### src/rtl/timer_controller_pkg.sv
`default_nettype none
// ============================================================================
// Module      : timer_controller_pkg
// Description : Shared constants for the timer controller: default counter
//               width and the 2-bit state encoding visible on the state port.
// Revision    : 1.0 - initial release
// ============================================================================
package timer_controller_pkg;

    localparam int c_DEFAULT_WIDTH = 16;

    localparam logic [1:0] c_ST_IDLE   = 2'b00;
    localparam logic [1:0] c_ST_RUN    = 2'b01;
    localparam logic [1:0] c_ST_PAUSED = 2'b10;
    localparam logic [1:0] c_ST_DONE   = 2'b11;

endpackage : timer_controller_pkg
`default_nettype wire

### src/rtl/timer_controller_counter_core.sv
`default_nettype none
// ============================================================================
// Module      : counter_core
// Description : WIDTH-bit up-counter with synchronous clear, enable and
//               load-zero. Clear and load-zero both force zero; they are kept
//               as separate controls so the abort path and the periodic wrap
//               path stay distinguishable at the call site.
// Ports       : clk         - clock
//               rst         - synchronous active-high reset
//               i_clear     - force count to zero (abort / restart)
//               i_enable    - increment by one, modulo 2^WIDTH
//               i_load_zero - force count to zero (periodic wrap)
//               o_count     - current count
// Revision    : 1.0 - initial release
// ============================================================================
module counter_core
    import timer_controller_pkg::*;
#(
    parameter int WIDTH = c_DEFAULT_WIDTH
) (
    input  logic             clk,
    input  logic             rst,
    input  logic             i_clear,
    input  logic             i_enable,
    input  logic             i_load_zero,
    output logic [WIDTH-1:0] o_count
);

    localparam logic [WIDTH-1:0] c_ONE = {{(WIDTH-1){1'b0}}, 1'b1};

    logic [WIDTH-1:0] r_count;

    always_ff @(posedge clk) begin
        if (rst || i_clear || i_load_zero) begin
            r_count <= '0;
        end else if (i_enable) begin
            r_count <= r_count + c_ONE;
        end
    end

    assign o_count = r_count;

endmodule : counter_core
`default_nettype wire

### src/rtl/timer_controller.sv
`default_nettype none
// ============================================================================
// Module      : timer_controller
// Description : Programmable one-shot / periodic timer with pause, resume and
//               abort. The FSM and terminal compare live here; the count
//               register lives in counter_core.
// Ports       : clk    - clock
//               reset  - synchronous active-high reset
//               start  - start (IDLE/DONE) or resume (PAUSED)
//               stop   - abort to IDLE from any state (highest priority)
//               pause  - freeze counting while running
//               mode   - 0 one-shot, 1 periodic (latched on start)
//               period - terminal count (latched on start)
//               count  - current counter value
//               tick   - one-cycle pulse at terminal count
//               busy   - RUN or PAUSED
//               done   - DONE
//               err    - registered pulse after a start with period == 0
//               state  - IDLE=00 RUN=01 PAUSED=10 DONE=11
// Revision    : 1.0 - initial release
// ============================================================================
module timer_controller
    import timer_controller_pkg::*;
#(
    parameter int WIDTH = c_DEFAULT_WIDTH
) (
    input  logic             clk,
    input  logic             reset,
    input  logic             start,
    input  logic             stop,
    input  logic             pause,
    input  logic             mode,
    input  logic [WIDTH-1:0] period,
    output logic [WIDTH-1:0] count,
    output logic             tick,
    output logic             busy,
    output logic             done,
    output logic             err,
    output logic [1:0]       state
);

    logic [1:0]       r_state;
    logic [1:0]       w_next_state;
    logic [WIDTH-1:0] r_period_q;
    logic             r_mode_q;
    logic             r_err;

    logic [WIDTH-1:0] w_count;
    logic             w_idle_or_done;
    logic             w_accept;
    logic             w_reject;
    logic             w_terminal;
    logic             w_cnt_clear;
    logic             w_cnt_enable;
    logic             w_cnt_load_zero;

    // Start is only considered from IDLE/DONE here; stop outranks it.
    assign w_idle_or_done = (r_state == c_ST_IDLE) || (r_state == c_ST_DONE);
    assign w_accept       = w_idle_or_done && start && !stop && (period != '0);
    assign w_reject       = w_idle_or_done && start && !stop && (period == '0);
    assign w_terminal     = (r_state == c_ST_RUN) && (w_count == r_period_q);

    // Restart from DONE must discard the held terminal value.
    assign w_cnt_clear     = stop || w_accept;
    assign w_cnt_load_zero = w_terminal && r_mode_q && !stop;
    // A one-shot terminal holds; a pause freezes the current value.
    assign w_cnt_enable    = (r_state == c_ST_RUN) && !w_terminal && !pause && !stop;

    counter_core #(
        .WIDTH (WIDTH)
    ) u_counter_core (
        .clk         (clk),
        .rst         (reset),
        .i_clear     (w_cnt_clear),
        .i_enable    (w_cnt_enable),
        .i_load_zero (w_cnt_load_zero),
        .o_count     (w_count)
    );

    // State register
    always_ff @(posedge clk) begin
        if (reset) begin
            r_state <= c_ST_IDLE;
        end else begin
            r_state <= w_next_state;
        end
    end

    // Next-state logic
    always_comb begin
        w_next_state = r_state;
        if (stop) begin
            w_next_state = c_ST_IDLE;
        end else begin
            case (r_state)
                c_ST_IDLE, c_ST_DONE: begin
                    if (w_accept) begin
                        w_next_state = c_ST_RUN;
                    end
                end
                c_ST_RUN: begin
                    // A one-shot terminal wins over a coincident pause.
                    if (w_terminal && !r_mode_q) begin
                        w_next_state = c_ST_DONE;
                    end else if (pause) begin
                        w_next_state = c_ST_PAUSED;
                    end
                end
                c_ST_PAUSED: begin
                    if (start) begin
                        w_next_state = c_ST_RUN;
                    end
                end
                default: w_next_state = c_ST_IDLE;
            endcase
        end
    end

    // Configuration latch and error pulse
    always_ff @(posedge clk) begin
        if (reset) begin
            r_period_q <= '0;
            r_mode_q   <= 1'b0;
            r_err      <= 1'b0;
        end else begin
            r_err <= w_reject;
            if (w_accept) begin
                r_period_q <= period;
                r_mode_q   <= mode;
            end
        end
    end

    // Outputs: status decoded from the state register only; tick is
    // suppressed by stop or reset in the terminal cycle.
    always_comb begin
        busy  = (r_state == c_ST_RUN) || (r_state == c_ST_PAUSED);
        done  = (r_state == c_ST_DONE);
        state = r_state;
        tick  = w_terminal && !stop && !reset;
        err   = r_err;
        count = w_count;
    end

endmodule : timer_controller
`default_nettype wire

### config.mk
export PLATFORM = sky130hd
export DESIGN_NAME = timer_controller
export DESIGN_NICKNAME = d
export VERILOG_FILES = /design/src/rtl/timer_controller_pkg.sv /design/src/rtl/timer_controller_counter_core.sv /design/src/rtl/timer_controller.sv
export SDC_FILE = /design/constraint.sdc
export NUM_CORES = 1
export LEC_CHECK = 0
export BUFFER_PORTS_ARGS = -buffer_cell sky130_fd_sc_hd__buf_4
export CORE_MARGIN = 2
export CORE_UTILIZATION = 55
export CTS_BUF_LIST = sky130_fd_sc_hd__clkbuf_8
export DETAILED_ROUTE_END_ITERATION = 8
export GPL_ROUTABILITY_DRIVEN = 0
export HOLD_SLACK_MARGIN = 0.06
export PLACE_DENSITY = 0.81
export SLEW_MARGIN = 20
export SYNTH_ARGS = -nofsm -noshare
export SYNTH_HDL_FRONTEND = slang
export SYNTH_SLANG_ARGS = --single-unit
### constraint.sdc
create_clock -name clk -period 2.1 [get_ports clk]
set_input_delay 0.315 -clock clk [delete_from_list [all_inputs] [get_ports clk]]
set_output_delay 0.315 -clock clk [all_outputs]
set_load 0.01 [all_outputs]
==> results_dict.tcl, run 1 <==
set metrics [dict create \
    status "completed" \
    sequentialPowerShare_pct 43.7 \
    path_delay_family "simple AND/OR/NAND/NOR gates" \
    ys_seq_area_share_pct 37.50 \
    setup_viol 0 \
    swShare_pct 24.45 \
    diodes 0 \
    synth.net_count 236 \
    postRouteAntennaNets 0 \
    drv_cap 0 \
    yosys_register_bits 36 \
    first_pass_iters 4 \
    crit_slowest_cell "dfxtp_1" \
    syn_area_um2 1922 \
    io_pins 44 \
    wl_per_cell_um 14.83 \
    grtUsageMet1_pct 29.17 \
    vias 1740 \
    grt_antenna_before_repair 0 \
    drt-vias-per-instance 5.686 \
    grt_util_met3_pct 6.786 \
    grt_max_degree 33 \
    track_usage_pct 24.54 \
    p_leak_nw 0.9208 \
    crit_type "flop to output pin" \
    yosys_warnings 0 \
    power.share.clock_pct 40.5 \
    fin_crit_ns 2.030 \
    htreeDepth 2 \
    slowest_delay_ns 0.32 \
    slew_violations 0 \
    p_int_mw 1.244 \
    cts_buffers 5 \
    end_kind "output pin" \
    clk_path_buf_depth 2 \
    path_max_fanout 5 \
    nNetsFinal 285 \
    busiest_layer "met2" \
    drc 0 \
    drive_above_1_share_pct 33.46 \
    areaGrowthSynthToFinish_pct 28.52 \
    tns_ns 0 \
    hp-class "input pin to flop" \
    vdd.ir_drop.worst_mv 0.5878 \
    crit_path_cell_trace "buf_4, xnor2_1, nand4_1, nor4_4, and3_1, buf_4" \
    hold_viol_final 0 \
    cts_root_buffer "clkbuf_8" \
    cp.arrival_ns 1.72 \
    fin_skew_ns 0.003646 \
    rsz0062_at_grt "false" \
    start_kind "flop" \
    die_h_um 63.11 \
    routed_wl_mm 4.538 \
    pwr-share-comb_pct 15.7 \
    p_per_area_nw_per_um2 666.7 \
    initial_utilization_pct 57.59 \
    die_w_um 63.11 \
    synth.top_cell.area_share_pct 37.50 \
    cts.sinks 36 \
    crit_buf_inv 2 \
    clk_latency_ns 0.29 \
    syn_inst 210 \
    worstPathRequired_ns 1.78 \
    finalCritPeriodShare_pct 96.67 \
    grt_pass1_vias 1737 \
    cts_hold_buffers 0 \
    synth.area.top_cells "dfxtp_1 (38%), mux2i_1 (8.3%), xnor2_1 (7.3%)" \
    maxSlewHeadroom_pct 66.29 \
    die-area_um2 3983 \
    tightest_slew_ns 0.5039 \
    syn_avg_cell_area_um2 9.152 \
    hold_slack_ns 0.2181 \
    gr-usage-met2_pct 42.95 \
    num_rows 21 \
    fmax_mhz 492.6 \
    switchingPower_mw 0.4027 \
    hpwl_mm 3.277 \
    clkTransAtPathRegs_ns 0.07 \
    grt_pass1_wl_mm 7.831 \
    synth_top_area_cell "dfxtp_1" \
    synth_cell_type_count 36 \
    drt_first_iter_violations 120 \
    path_common_cell "buf_4" \
    grt_remaining_overflow 0 \
    portBuffers 43 \
    cts_tree "done" \
    core_um2 3337 \
]
==> worst paths after layout <==
path | to | slack [ns] | cells after the start | start
worst max-delay path | tick | 0.07 | 6 | u_counter_core.o_count[1]
worst min-delay path | err | 0.22 | 2 | stop
worst max register to register | u_counter_core.o_count[0] | 0.21 | 7 | u_counter_core.o_count[1]
worst min register to register | u_counter_core.o_count[8] | 0.52 | 2 | u_counter_core.o_count[8]
==> power by group through the flow <==
stage,combinational (mW),clock [mW],sequential (mW)
6_report,0.259,0.668,0.720
5_1_grt,0.281,0.703,0.722
4_1_cts,0.257,0.674,0.720
3_5_place_dp,0.249,0,0.736
3_3_place_gp,0.245,0,0.735
2_1_floorplan,0.167,0,0.733
==> state kept, by name, summed over array words and instances, names as in the netlist <==
| name | count |
|---|---|
| state | 2 |
| r_mode_q | 1 |
| r_period_q | 16 |
| u_counter_core.o_count | 16 |
| err | 1 |
==> final cells by class <==
cell class                 instances  area [um^2]
multi-input combinational        156         1109
fill                             266        867.1
sequential                        36        728.2
timing repair buffer              53        422.9
clock buffer                       7        96.34
tap                               46        57.56
clock inverter                     1        30.03
inverter                           7        26.28
==> routing by layer <==
| metal | up-vias | wire length [um] |
|---|---|---|
| li1 | 862 | - |
| met2 | 59 | 2211 |
| met4 | 0 | 49 |
| met5 | - | 0 |
| met1 | 814 | 2017 |
| met3 | 5 | 260 |
==> synthesized netlist by cell type (all sizes together) <==
library cell   n
mux2i         16
nor3           1
a311oi         1
o31ai          8
xnor2         16
nor2          23
nor2b          1
or4            7
o21ai          9
a31o           1
nand3          3
or3            9
inv            7
nand3b         1
and2           2
nor4           6
a21o           1
nand4         12
ha             4
buf            8
dfxtp         36
clkbuf         3
a21oi         21
a211oi         1
a311o          1
nand2         10
and3           2
==> worst reg2reg max path, delay by kind of cell, from the launching register on <==
kind / cells / cell delay (ns)
AO/OA/AOI/OAI: 2 / 0.46
XOR/XNOR: 1 / 0.18
buffers and inverters: 2 / 0.35
flip-flops: 1 / 0.32
AND/OR/NAND/NOR: 2 / 0.46
==> per-stage QoR <==
stage	total power [mW]	area [um^2]	std cells	worst slack, ns	util [%]
floorplan	0.8999	1922	210	0.1145	-
global placement	0.9801	2323	297	0.1695	69.63
detailed placement	0.9848	2323	297	0.09896	69.63
CTS	1.651	2457	306	0.05287	73.64
global route	1.707	2470	306	0.02352	74.02
finish	1.647	2470	306	0.06992	74.02
==> cell families (layout without fill, tap and decap cells) <==
group / count (synthesis) / after routing / share of synthesized area [%]
muxes: 16 / 16 / 8.333
buffers and inverters: 18 / 68 / 5.078
DFF: 36 / 36 / 37.50
xor gates and xnor gates: 16 / 16 / 7.291
adders and majority gates: 4 / 4 / 2.604
and+or+nand+nor: 77 / 77 / 23.57
AOI/OAI and AO/OA: 43 / 43 / 15.63
==> layout by cell type (no fill, tap or decap), types with 2 or more instances in the layout <==
cell      netlist  routed
and3_1          2       2
a21oi_1        11      11
dfxtp_1        36      30
nand3_1         3       3
or4_1           7       7
xnor2_1        16      16
o21ai_0         9       9
buf_12          0       2
dfxtp_2         0       6
a21oi_2        10      10
mux2i_1        16      16
o31ai_1         8       8
or3_1           9       8
ha_1            4       4
nor2_1         23      23
nand4_1        11      11
buf_4           3      51
clkbuf_8        0       7
nand2_1        10      10
inv_1           7       7
nor4_2          4       4
==> what timing repair did <==
action                     4_1_cts  5_1_grt
buffers inserted                 1        0
gates cloned                     0        0
pin swaps                        1        0
gates resized for setup          0        7
setup endpoints to repair        1        2
Note: power is estimated with default switching activity, not from simulation.
==> run 2, diff against run 1 <==
--- a/config.mk
+++ b/config.mk
@@ -6,13 +6,15 @@
 export NUM_CORES = 1
 export LEC_CHECK = 0
 export BUFFER_PORTS_ARGS = -buffer_cell sky130_fd_sc_hd__buf_4
+export CELL_PAD_IN_SITES_DETAIL_PLACEMENT = 0
+export CELL_PAD_IN_SITES_GLOBAL_PLACEMENT = 1
 export CORE_MARGIN = 2
-export CORE_UTILIZATION = 55
+export CORE_UTILIZATION = 45
 export CTS_BUF_LIST = sky130_fd_sc_hd__clkbuf_8
 export DETAILED_ROUTE_END_ITERATION = 8
 export GPL_ROUTABILITY_DRIVEN = 0
 export HOLD_SLACK_MARGIN = 0.06
-export PLACE_DENSITY = 0.81
+export PLACE_DENSITY_LB_ADDON = 0.1
 export SLEW_MARGIN = 20
 export SYNTH_ARGS = -nofsm -noshare
 export SYNTH_HDL_FRONTEND = slang
==> constraint.sdc (replaced) <==
create_clock -name clk -period 2.4 [get_ports clk]
set_input_delay 0.36 -clock clk [delete_from_list [all_inputs] [get_ports clk]]
set_output_delay 0.36 -clock clk [all_outputs]
set_load 0.01 [all_outputs]
==> run 2 against run 1 <==
  * Sequential share of layout area up 1.4 points
  * Count of clock-buffer cells in the layout down 1
  * Register-to-register slack better by 0.06 ns
  * Utilization down 16 points
  * Via count down 6.6%
  * Hold slack better by 0.044 ns
==> results_dict.tcl, run 2 (synthesis gave the netlist of run 1 again) <==
set metrics [dict create \
    grt_antenna_before_repair 0 \
    routed_wl_mm 4.173 \
    wl_per_cell_um 13.86 \
    finalCritPeriodShare_pct 90.40 \
    fillCellCount 396 \
    portBuffers 43 \
    end_kind "output pin" \
    cts_tree "done" \
    maxSlewHeadroom_pct 70.05 \
    hp-class "input pin to flop" \
    first_pass_iters 4 \
    die_w_um 69.35 \
    worstPathRequired_ns 2.04 \
    drc 0 \
    postRouteAntennaNets 0 \
    tightest_slew_ns 0.4491 \
    nNetsFinal 276 \
    areaGrowthSynthToFinish_pct 21.55 \
    fin_crit_ns 2.170 \
    grt_pass1_wl_mm 7.362 \
    vdd.ir_drop.worst_mv 0.3994 \
    clkTransAtPathRegs_ns 0.07 \
    clk_latency_ns 0.28 \
    cp.arrival_ns 1.81 \
    hold_depth 2 \
    grt_pass1_vias 1542 \
    path_max_fanout 6 \
    cts_hold_buffers 0 \
    die_h_um 69.35 \
    track_usage_pct 18.59 \
    place_area_um2 2243 \
    swShare_pct 26.98 \
    diodes 0 \
    p_per_area_nw_per_um2 545.9 \
    clk_path_buf_depth 2 \
    crit_type "flop to output pin" \
    drt_first_iter_violations 106 \
    pwr-share-comb_pct 15.4 \
    cts_root_buffer "clkbuf_8" \
    dp_cells 293 \
    p_total_mw 1.275 \
    fin_ws_ns 0.2305 \
    fin_util_pct 57.57 \
    hpwl_mm 3.099 \
    num_rows 23 \
    final_common_cell "buf_4" \
    fin_skew_ns 0.002342 \
    initial_utilization_pct 47.36 \
    drive_above_1_share_pct 28.29 \
    switchingPower_mw 0.3441 \
    die-area_um2 4809 \
    post_cts_resized 0 \
    tns_ns 0 \
    power.share.clock_pct 35.1 \
    setup_viol 0 \
    postCtsSetupBuffers 0 \
    grt_max_degree 33 \
    drt-vias-per-instance 5.399 \
    r2r_cells 6 \
    start_kind "flop" \
    instances_no_fill 301 \
    htreeDepth 2 \
    drv_cap 0 \
    io_pins 44 \
    finish.instance_area_um2 2336 \
    hold_slack_ns 0.2617 \
    sequentialPowerShare_pct 49.5 \
    slew_violations 0 \
    vias 1625 \
    p_leak_nw 0.8483 \
    rsz0062_at_grt "false" \
    dp_slack_ns 0.3093 \
    status "completed" \
    fmax_mhz 460.9 \
    cts.sinks 36 \
    mostFrequentLayoutCells "buf_4 (44), dfxtp_1 (36), nor2_1 (23)" \
    cts_buffers 5 \
    hold_viol_final 0 \
    p_int_mw 0.9311 \
    core_um2 4058 \
    grt_remaining_overflow 0 \
]
## run 2: changes by cell type in the layout (fill, tap and decap cells not counted), moves of 2 or more
cell | previous run | this run
dfxtp_2 | 6 | 0
buf_4 | 51 | 44
buf_12 | 2 | 0
clkinv_2 | 0 | 2
dfxtp_1 | 30 | 36
## run 2: layer usage
metal / share of wire (%) / GRT usage, %
met5: 0 / 0
met4: 0.81 / 6.536
met3: 4.0 / 3.924
met2: 42 / 27.67
met1: 53 / 26.53
## run 2: power groups by stage
stage	Combinational, mW	Sequential, mW	Clock, mW
global route	0.220	0.634	0.484
CTS	0.198	0.631	0.456
detailed placement	0.196	0.645	0
global placement	0.197	0.645	0
finish	0.197	0.631	0.447
floorplan	0.146	0.641	0
## run 2: worst max-delay path, stage by stage, from the launching register on
cell and delay (ns):
dfxtp_1 0.44, xnor2_1 0.16, nand4_1 0.16, nor4_4 0.42, and3_1 0.22, buf_4 0.12
## run 2: final cells by class
class | count | area (um^2) | area share [%]
clock buffer | 6 | 82.58 | 3.535
clock inverter | 2 | 10.01 | 0.4285
inverter | 7 | 26.28 | 1.125
multi-input combinational | 156 | 1104 | 47.24
sequential | 36 | 720.7 | 30.85
tap | 50 | 62.56 | 2.678
timing repair buffer | 44 | 330.3 | 14.14
## run 2: path summary, 6_finish.rpt
kind | startpoint | endpoint | slack [ns]
setup / recovery | u_counter_core.o_count[3] | tick | 0.23
hold / removal | stop | err | 0.26
setup reg to reg | state[1] | u_counter_core.o_count[14] | 0.27
hold reg to reg | r_period_q[2] | r_period_q[2] | 0.52
